==> src/rtl/tdm_demux2_pkg.sv <==
// Shared definitions for the two-slot TDM demultiplexer: default slot width
// and the frame-tracking state encoding.
package tdm_demux2_pkg;

  localparam int DefaultWidth = 8;

  typedef enum logic {
    IDLE  = 1'b0,
    HAVE0 = 1'b1
  } demuxState_t;

endpackage

==> src/rtl/tdm_demux2_counter8.sv <==
// Eight-bit frame counter with async reset and enable; wraps 255 -> 0 silently.
module counter8 (
  input  logic       clock,
  input  logic       reset,
  input  logic       enable,
  output logic [7:0] count
);

  // Natural 8-bit overflow provides the modulo-256 wrap.
  always_ff @(posedge clock or posedge reset) begin
    if (reset) begin
      count <= 8'd0;
    end else if (enable) begin
      count <= count + 8'd1;
    end
  end

endmodule

==> src/rtl/tdm_demux2.sv <==
// Two-slot TDM demultiplexer: splits a shared beat stream into slot-0/slot-1
// registers, flags framing errors and counts completed frames.
module tdm_demux2
  import tdm_demux2_pkg::*;
#(
  parameter int WIDTH = DefaultWidth
) (
  input  logic             Clk,
  input  logic             Reset,
  input  logic [WIDTH-1:0] in,
  input  logic             in_valid,
  input  logic             sof,
  input  logic             err_clear,
  output logic [WIDTH-1:0] out0,
  output logic [WIDTH-1:0] out1,
  output logic             valid0,
  output logic             valid1,
  output logic             pair_valid,
  output logic             sel,
  output logic             frame_err,
  output logic [7:0]       frame_count
);

  demuxState_t state;
  logic        frameDone;
  logic        framingError;

  assign frameDone    = in_valid && (state == HAVE0) && !sof;
  assign framingError = in_valid && (((state == IDLE) && !sof) || ((state == HAVE0) && sof));
  assign sel          = (state == HAVE0);

  // A fresh sof while already holding slot 0 restarts the frame rather than
  // dropping it, so the newest slot-0 data pairs with the next slot-1 beat.
  always_ff @(posedge Clk or posedge Reset) begin
    if (Reset) begin
      state      <= IDLE;
      out0       <= '0;
      out1       <= '0;
      valid0     <= 1'b0;
      valid1     <= 1'b0;
      pair_valid <= 1'b0;
      frame_err  <= 1'b0;
    end else begin
      valid0     <= 1'b0;
      valid1     <= 1'b0;
      pair_valid <= 1'b0;
      if (in_valid) begin
        case (state)
          IDLE: begin
            if (sof) begin
              out0   <= in;
              valid0 <= 1'b1;
              state  <= HAVE0;
            end
          end
          HAVE0: begin
            if (sof) begin
              out0   <= in;
              valid0 <= 1'b1;
            end else begin
              out1       <= in;
              valid1     <= 1'b1;
              pair_valid <= 1'b1;
              state      <= IDLE;
            end
          end
          default: state <= IDLE;
        endcase
      end
      if (framingError) begin
        frame_err <= 1'b1;
      end else if (err_clear) begin
        frame_err <= 1'b0;
      end
    end
  end

  counter8 frameCounter (
    .clock  (Clk),
    .reset  (Reset),
    .enable (frameDone),
    .count  (frame_count)
  );

endmodule

==> config.mk <==
export PLATFORM = sky130hd
export DESIGN_NAME = tdm_demux2
export DESIGN_NICKNAME = d
export VERILOG_FILES = /design/src/rtl/tdm_demux2_pkg.sv /design/src/rtl/tdm_demux2_counter8.sv /design/src/rtl/tdm_demux2.sv
export SDC_FILE = /design/constraint.sdc
export NUM_CORES = 1
export LEC_CHECK = 0
export CORE_MARGIN = 1
export CORE_UTILIZATION = 40
export CTS_BUF_LIST = sky130_fd_sc_hd__clkbuf_8
export CTS_CLUSTER_SIZE = 25
export DETAILED_ROUTE_END_ITERATION = 12
export PLACE_DENSITY_LB_ADDON = 0.15
export SLEW_MARGIN = 20
export SYNTH_ARGS = -nofsm -noshare
export SYNTH_HDL_FRONTEND = slang
export SYNTH_HIERARCHICAL = 1
export SYNTH_SLANG_ARGS = --single-unit
==> constraint.sdc <==
create_clock -name Clk -period 1.3 [get_ports Clk]
set_input_delay 0.26 -clock Clk [delete_from_list [all_inputs] [get_ports Clk]]
set_output_delay 0.26 -clock Clk [all_outputs]
set_load 0.1 [all_outputs]
==> results of run 1 <==
[area by class of cell]
type                    count  area (sq um)
clock buffers               4          55.1
fillers                   159           566
inverters                   7          28.8
multi-input cells          41           402
flip-flops and latches     28           718
well taps                  30          37.5
repair buffers             49           761
[layer usage]
metal | up-vias | track usage (%) | part of all wire (%)
met4 | 0 | 3.85 | 0.46
met1 | 361 | 22.9 | 46
met5 | - | 0 | 0
li1 | 360 | - | -
met2 | 28 | 26.9 | 46
met3 | 2 | 6.67 | 7.3
[sequential cells by signal (all words and copies together) (netlist names)]
signal	cells
frameCounter/count	8
out0	8
out1	8
frame_err	1
pair_valid	1
sel	1
valid0	1
[power groups by stage]
| stage | logic, mW | registers (mW) | clock network [mW] |
|---|---|---|---|
| 6_report | 2.30 | 1.33 | 0.522 |
| 5_1_grt | 2.36 | 1.36 | 0.567 |
| 4_1_cts | 2.31 | 1.33 | 0.537 |
| 3_5_place_dp | 2.31 | 1.35 | 0 |
| 3_3_place_gp | 2.29 | 1.33 | 0 |
| 2_1_floorplan | 0.223 | 2.48 | 0 |
[through the flow]
step           total power, mW  instance area, sq um  utilization, %
2_1_floorplan             2.70                  1140               -
3_3_place_gp              3.63                  1940            75.4
3_5_place_dp              3.66                  1940            75.4
4_1_cts                   4.18                  2000            77.7
5_1_grt                   4.28                  2000            78.0
6_report                  4.15                  2000            78.0
[final timing paths]
check / end / cells after the start / from / slack, ns
setup / recovery: out1[3] / 4 / sof / 0.04
setup reg to reg: out1[3] / 3 / sel / 0.06
hold reg to reg: frameCounter/count[7] / 1 / frameCounter/count[7] / 0.53
max in group asynchronous: sel / 3 / Reset / 0.73
hold / removal: frameCounter/count[6] / 2 / Reset / 0.26
min in group Clk: frameCounter/count[7] / 1 / frameCounter/count[7] / 0.53
[logic make-up (layout without fill, tap and decap cells)]
kind of cell / Yosys count / count (layout) / share of synthesized area [%]
compound gates: 2 / 2 / 0.897
xor+xnor: 7 / 7 / 5.49
fa+ha+maj: 2 / 2 / 2.24
buf+inv: 8 / 60 / 3.03
flops: 28 / 28 / 62.8
mux: 17 / 17 / 17.2
simple gates: 13 / 13 / 8.41
[layout by cell type, fill, tap and decap left out, types with 3 or more instances in the layout]
master            n
dfrtp_1          20
clkdlybuf4s50_1  12
inv_1             6
nand2_1           4
buf_12           29
buf_4             8
xnor2_1           4
clkbuf_8          4
mux2_2           17
dfrtp_4           3
xor2_1            3
dfrtp_2           5
[worst max-delay path, stage by stage]
cell,delay [ns]
clkdlybuf4s50_1,0.49
nand3b_4,0.17
buf_4,0.16
mux2_2,0.33
[what timing repair did]
item / 4_1_cts / 5_1_grt
hold buffers: 0 / 0
resized for setup: 1 / 1
endpoints found under the setup margin: 1 / 1
pin swaps: 0 / 1
==> flow_summary.yaml, run 1 <==
yosys:
  yosys_warnings: 6
  synthArstFlopShare_pct: 100
  syn_area_sq_mm: 0.00112
  synth_top_area_share_pct: 62.8
  syn_nets: 92
  syn_area_per_cell_sq_um: 14.5
  synthFlopType: "dfrtp_1"
  syn_inst: 77
  ys_ff_latch: 28
  synth_common_cells: "28 x dfrtp_1, 17 x mux2_2, 7 x inv_1"
  synth.distinct_cells: 17
  synth-edff-count: 0
  synth-seq-area-share_pct: 62.8
  yosys.area.top_type: "dfrtp_1"
  yosysMostFrequentCell: "dfrtp_1"
  synth_area_leaders: "dfrtp_1 63%, mux2_2 17%, xnor2_1 3.1%, inv_1 2.4%, xor2_1 2.4%"
route:
  drt_iter0_markers: 2
  num_vias: 751
  first_pass_iters: 3
  wl_per_cell_um: 13.6
  postRouteAntennaNets: 0
  wl_mm: 2.17
  routed_via_density: 4.72
  post-route-drc-count: 0
run:
  cap_violations: 0
floorplanning:
  dieArea_sq_mm: 0.00301
  die_x_um: 54.8
  core_sq_mm: 0.00257
  die_h_um: 54.8
  rows: 18
  ioPinCount: 42
  start_util_pct: 43.5
placed_design:
  io_buffer_count: 41
  hpwl_mm: 1.72
  post-place-ws_ns: -0.280
  gp_congestion: 0.670
  dp.cells: 155
pwr:
  comb_power_share_pct: 55.4
  power.density_mw_per_mm2: 2070
  p_int_mw: 2.18
  p_clk_share_pct: 12.6
  netSwitchingFraction_pct: 47.5
  leakagePower_nw: 0.933
  netSwitchingPower_mw: 1.97
  vdd_ir_drop_max_mv: 1.43
  pwr-share-seq_pct: 32.0
global_route:
  antenna_found_initial: 0
  grt_pass1_wl_mm: 3.56
  grt_pass1_vias: 770
  grt_max_degree: 21
  grt_remaining_overflow: 0
  grtUsageTotal_pct: 17.4
timing:
  max_freq_mhz: 796
  layout_setup_ws_ns: 0.0443
  tns_ns: 0
  drv_slew: 0
  fin_worst_skew_ns: 0.00568
  slew_headroom_pct: 79.2
  worst_slew_pin_slew_ns: 0.311
  min_period_over_period_pct: 96.6
  period_minus_slack_ns: 1.26
  setup_viol: 0
  holdWs_ns: 0.260
  rsz0062_at_grt: "no"
  hold_violations: 0
clock_tree:
  cts.sinks: 28
  cts_tree: "built"
  ctsHtreeMaxLevel: 1
  clkTransAtPathRegs_ns: 0.09
  cts_root_buf: "clkbuf_8"
  clk_latency_ns: 0.27
  cts_buffer_depth: 2
  numCtsBuffers: 3
  cts_setup_buffers: 0
final_layout:
  final_nets: 145
  area_growth_pct: 79.4
  antenna_cells: 0
  drive_gt1_share_pct: 55.8
  final_cells: 159
outcome:
  status: "finished clean"
min_path:
  min-delay-path-class: "in -> async"
worst_setup_path:
  cp.arrival_ns: 1.41
  required_ns: 1.46
  cp-end-kind: "flip-flop"
  critical_path_class: "in -> reg"
  worst_setup_path_start_kind: "input pin"
  critPathMaxFanout: 5
Note: power is estimated with default switching activity, not from simulation.
==> inputs of run 2 (changes only) <==
CELL_PAD_IN_SITES_DETAIL_PLACEMENT = 1   (was default)
CELL_PAD_IN_SITES_GLOBAL_PLACEMENT = 1   (was default)
CORE_UTILIZATION = 32   (was 40)
==> run 2 against run 1 <==
Hold slack lost 0.041 ns. Maximum frequency grew 0.31%. Die area grew 24%. Core utilization shrank 17 points. Clock power grew 5.2%. Combinational power is essentially flat. Largest power group unchanged.
==> flow_summary.yaml, run 2 (same netlist as run 1, synthesis figures left out) <==
global_route:
  grt_pass1_vias: 926
  grt_remaining_overflow: 0
  top_usage_layer: "met2"
  grt_max_degree: 19
  use_met1_pct: 18.4
  met2_usage_pct: 33.5
  grt_pass1_wl_mm: 4.53
  met3_usage_pct: 4.62
  antenna_found_initial: 0
  grtUsageTotal_pct: 17.4
final_layout:
  drive_gt1_share_pct: 56.3
  layout_commonest_cell: "buf_12"
  final_cell_mix: "30 x buf_12, 20 x dfrtp_1, 17 x mux2_2, 11 x clkdlybuf4s50_1"
  final_area_sq_mm: 0.00202
  reg_top3: "frameCounter/count (8), out0 (8), out1 (8)"
  antenna_cells: 0
  area_growth_pct: 81.3
  final_nets: 144
floorplanning:
  dieArea_sq_mm: 0.00373
  core_sq_mm: 0.00334
  die_x_um: 61.1
  start_util_pct: 33.4
  die_h_um: 61.1
  rows: 21
  ioPinCount: 42
route:
  routed_via_density: 4.51
  drt_iter0_markers: 10
  wl_mm: 2.78
  num_vias: 785
  post-route-drc-count: 0
  first_pass_iters: 3
  wl_per_cell_um: 16.0
  postRouteAntennaNets: 0
timing:
  min_period_over_period_pct: 96.3
  max_freq_mhz: 799
  slew_headroom_pct: 79.9
  hold_violations: 0
  fin_worst_skew_ns: 0.00332
  drv_slew: 0
  holdWs_ns: 0.218
  setup_viol: 0
  rsz0062_at_grt: "no"
  worst_slew_pin_slew_ns: 0.301
  period_minus_slack_ns: 1.25
clock_tree:
  cts_tree: "built"
  cts_setup_buffers: 0
  cts_buffer_depth: 2
  clkTransAtPathRegs_ns: 0.09
  holdBufCountCts: 0
  cts_root_buf: "clkbuf_8"
  cts.sinks: 28
  numCtsBuffers: 3
  ctsHtreeMaxLevel: 1
  clk_latency_ns: 0.27
worst_setup_path:
  cp_top_family: "flip-flops"
  cp.arrival_ns: 0.99
  worst_setup_path_start_kind: "flip-flop"
  critical_path_class: "reg -> out"
  crit_buf_inv: 1
  slowest_stage: "dfrtp_4"
  slowest_delay_ns: 0.53
  crit_chain: "buf_12"
  critPathMaxFanout: 4
  required_ns: 1.04
  cp-end-kind: "output pin"
placed_design:
  hpwl_mm: 2.28
  post_dp_cell_area_sq_mm: 0.00197
  io_buffer_count: 41
  gp_congestion: 0.722
pwr:
  p_total_mw: 4.21
  netSwitchingPower_mw: 2.03
  leakagePower_nw: 0.929
  pwr-share-seq_pct: 31.9
  p_int_mw: 2.18
  vdd_ir_drop_max_mv: 0.919
  p_clk_share_pct: 13.0
  netSwitchingFraction_pct: 48.2
  comb_power_share_pct: 55.1
  power.density_mw_per_mm2: 2080
min_path:
  min-delay-path-class: "in -> async"
run:
  cap_violations: 0
outcome:
  status: "finished clean"
[run 2: cell count changes in the layout (fill, tap and decap cells not counted), sizes merged]
| cell | delta |
|---|---|
| buf | -1 |
| clkdlybuf4s50 | -1 |
| dlygate4sd2 | +1 |
[run 2: repair_timing]
item / CTS / global route
pin swaps: 0 / 1
gates resized for setup: 1 / 2
endpoints found under the setup margin: 3 / 1
hold endpoints to repair: 0 / 0
[run 2: layout make-up]
| cell class | instances | area [sq um] |
|---|---|---|
| Fill cell | 332 | 1310 |
| Inverter | 7 | 28.8 |
| Clock buffer | 4 | 55.1 |
| Tap cell | 46 | 57.6 |
| Sequential cell | 28 | 718 |
| Timing Repair Buffer | 48 | 764 |
| Multi-Input combinational cell | 41 | 399 |
[run 2: worst paths after layout]
path	startpoint	end	slack [ns]	depth (start not counted)
min reg2reg	frameCounter/count[7]	frameCounter/count[7]	0.54	1
max	frameCounter/count[0]	frame_count[0]	0.05	1
min	Reset	out0[5]	0.22	2
max reg2reg	sel	out1[6]	0.05	3
max in group asynchronous	Reset	sel	0.73	3
min in group Clk	in_valid	sel	0.45	2
[run 2: per-stage QoR]
stage | std cells | util, % | TNS, ns | setup slack (ns)
2_1_floorplan | 77 | - | -0.507 | -0.193
3_3_place_gp | 171 | 59.0 | -5.45 | -0.275
3_5_place_dp | 171 | 59.0 | -6.03 | -0.310
4_1_cts | 174 | 60.4 | 0 | 0.0355
5_1_grt | 174 | 60.6 | 0 | 0.00624
6_report | 174 | 60.6 | 0 | 0.0481
[run 2: power by group through the flow]
stage	combinational (mW)	sequential, mW	clock [mW]
after floorplan	0.223	2.48	0
after global placement	2.36	1.31	0
after detailed placement	2.40	1.33	0
after CTS	2.34	1.35	0.554
after global routing	2.39	1.38	0.590
final	2.32	1.34	0.549
[run 2: per-layer routing]
layer / vias to the layer above / routed length, um
met1: 398 / 1030
met2: 27 / 1560
met5: - / 0
met3: 4 / 165
met4: 0 / 25
li1: 356 / -
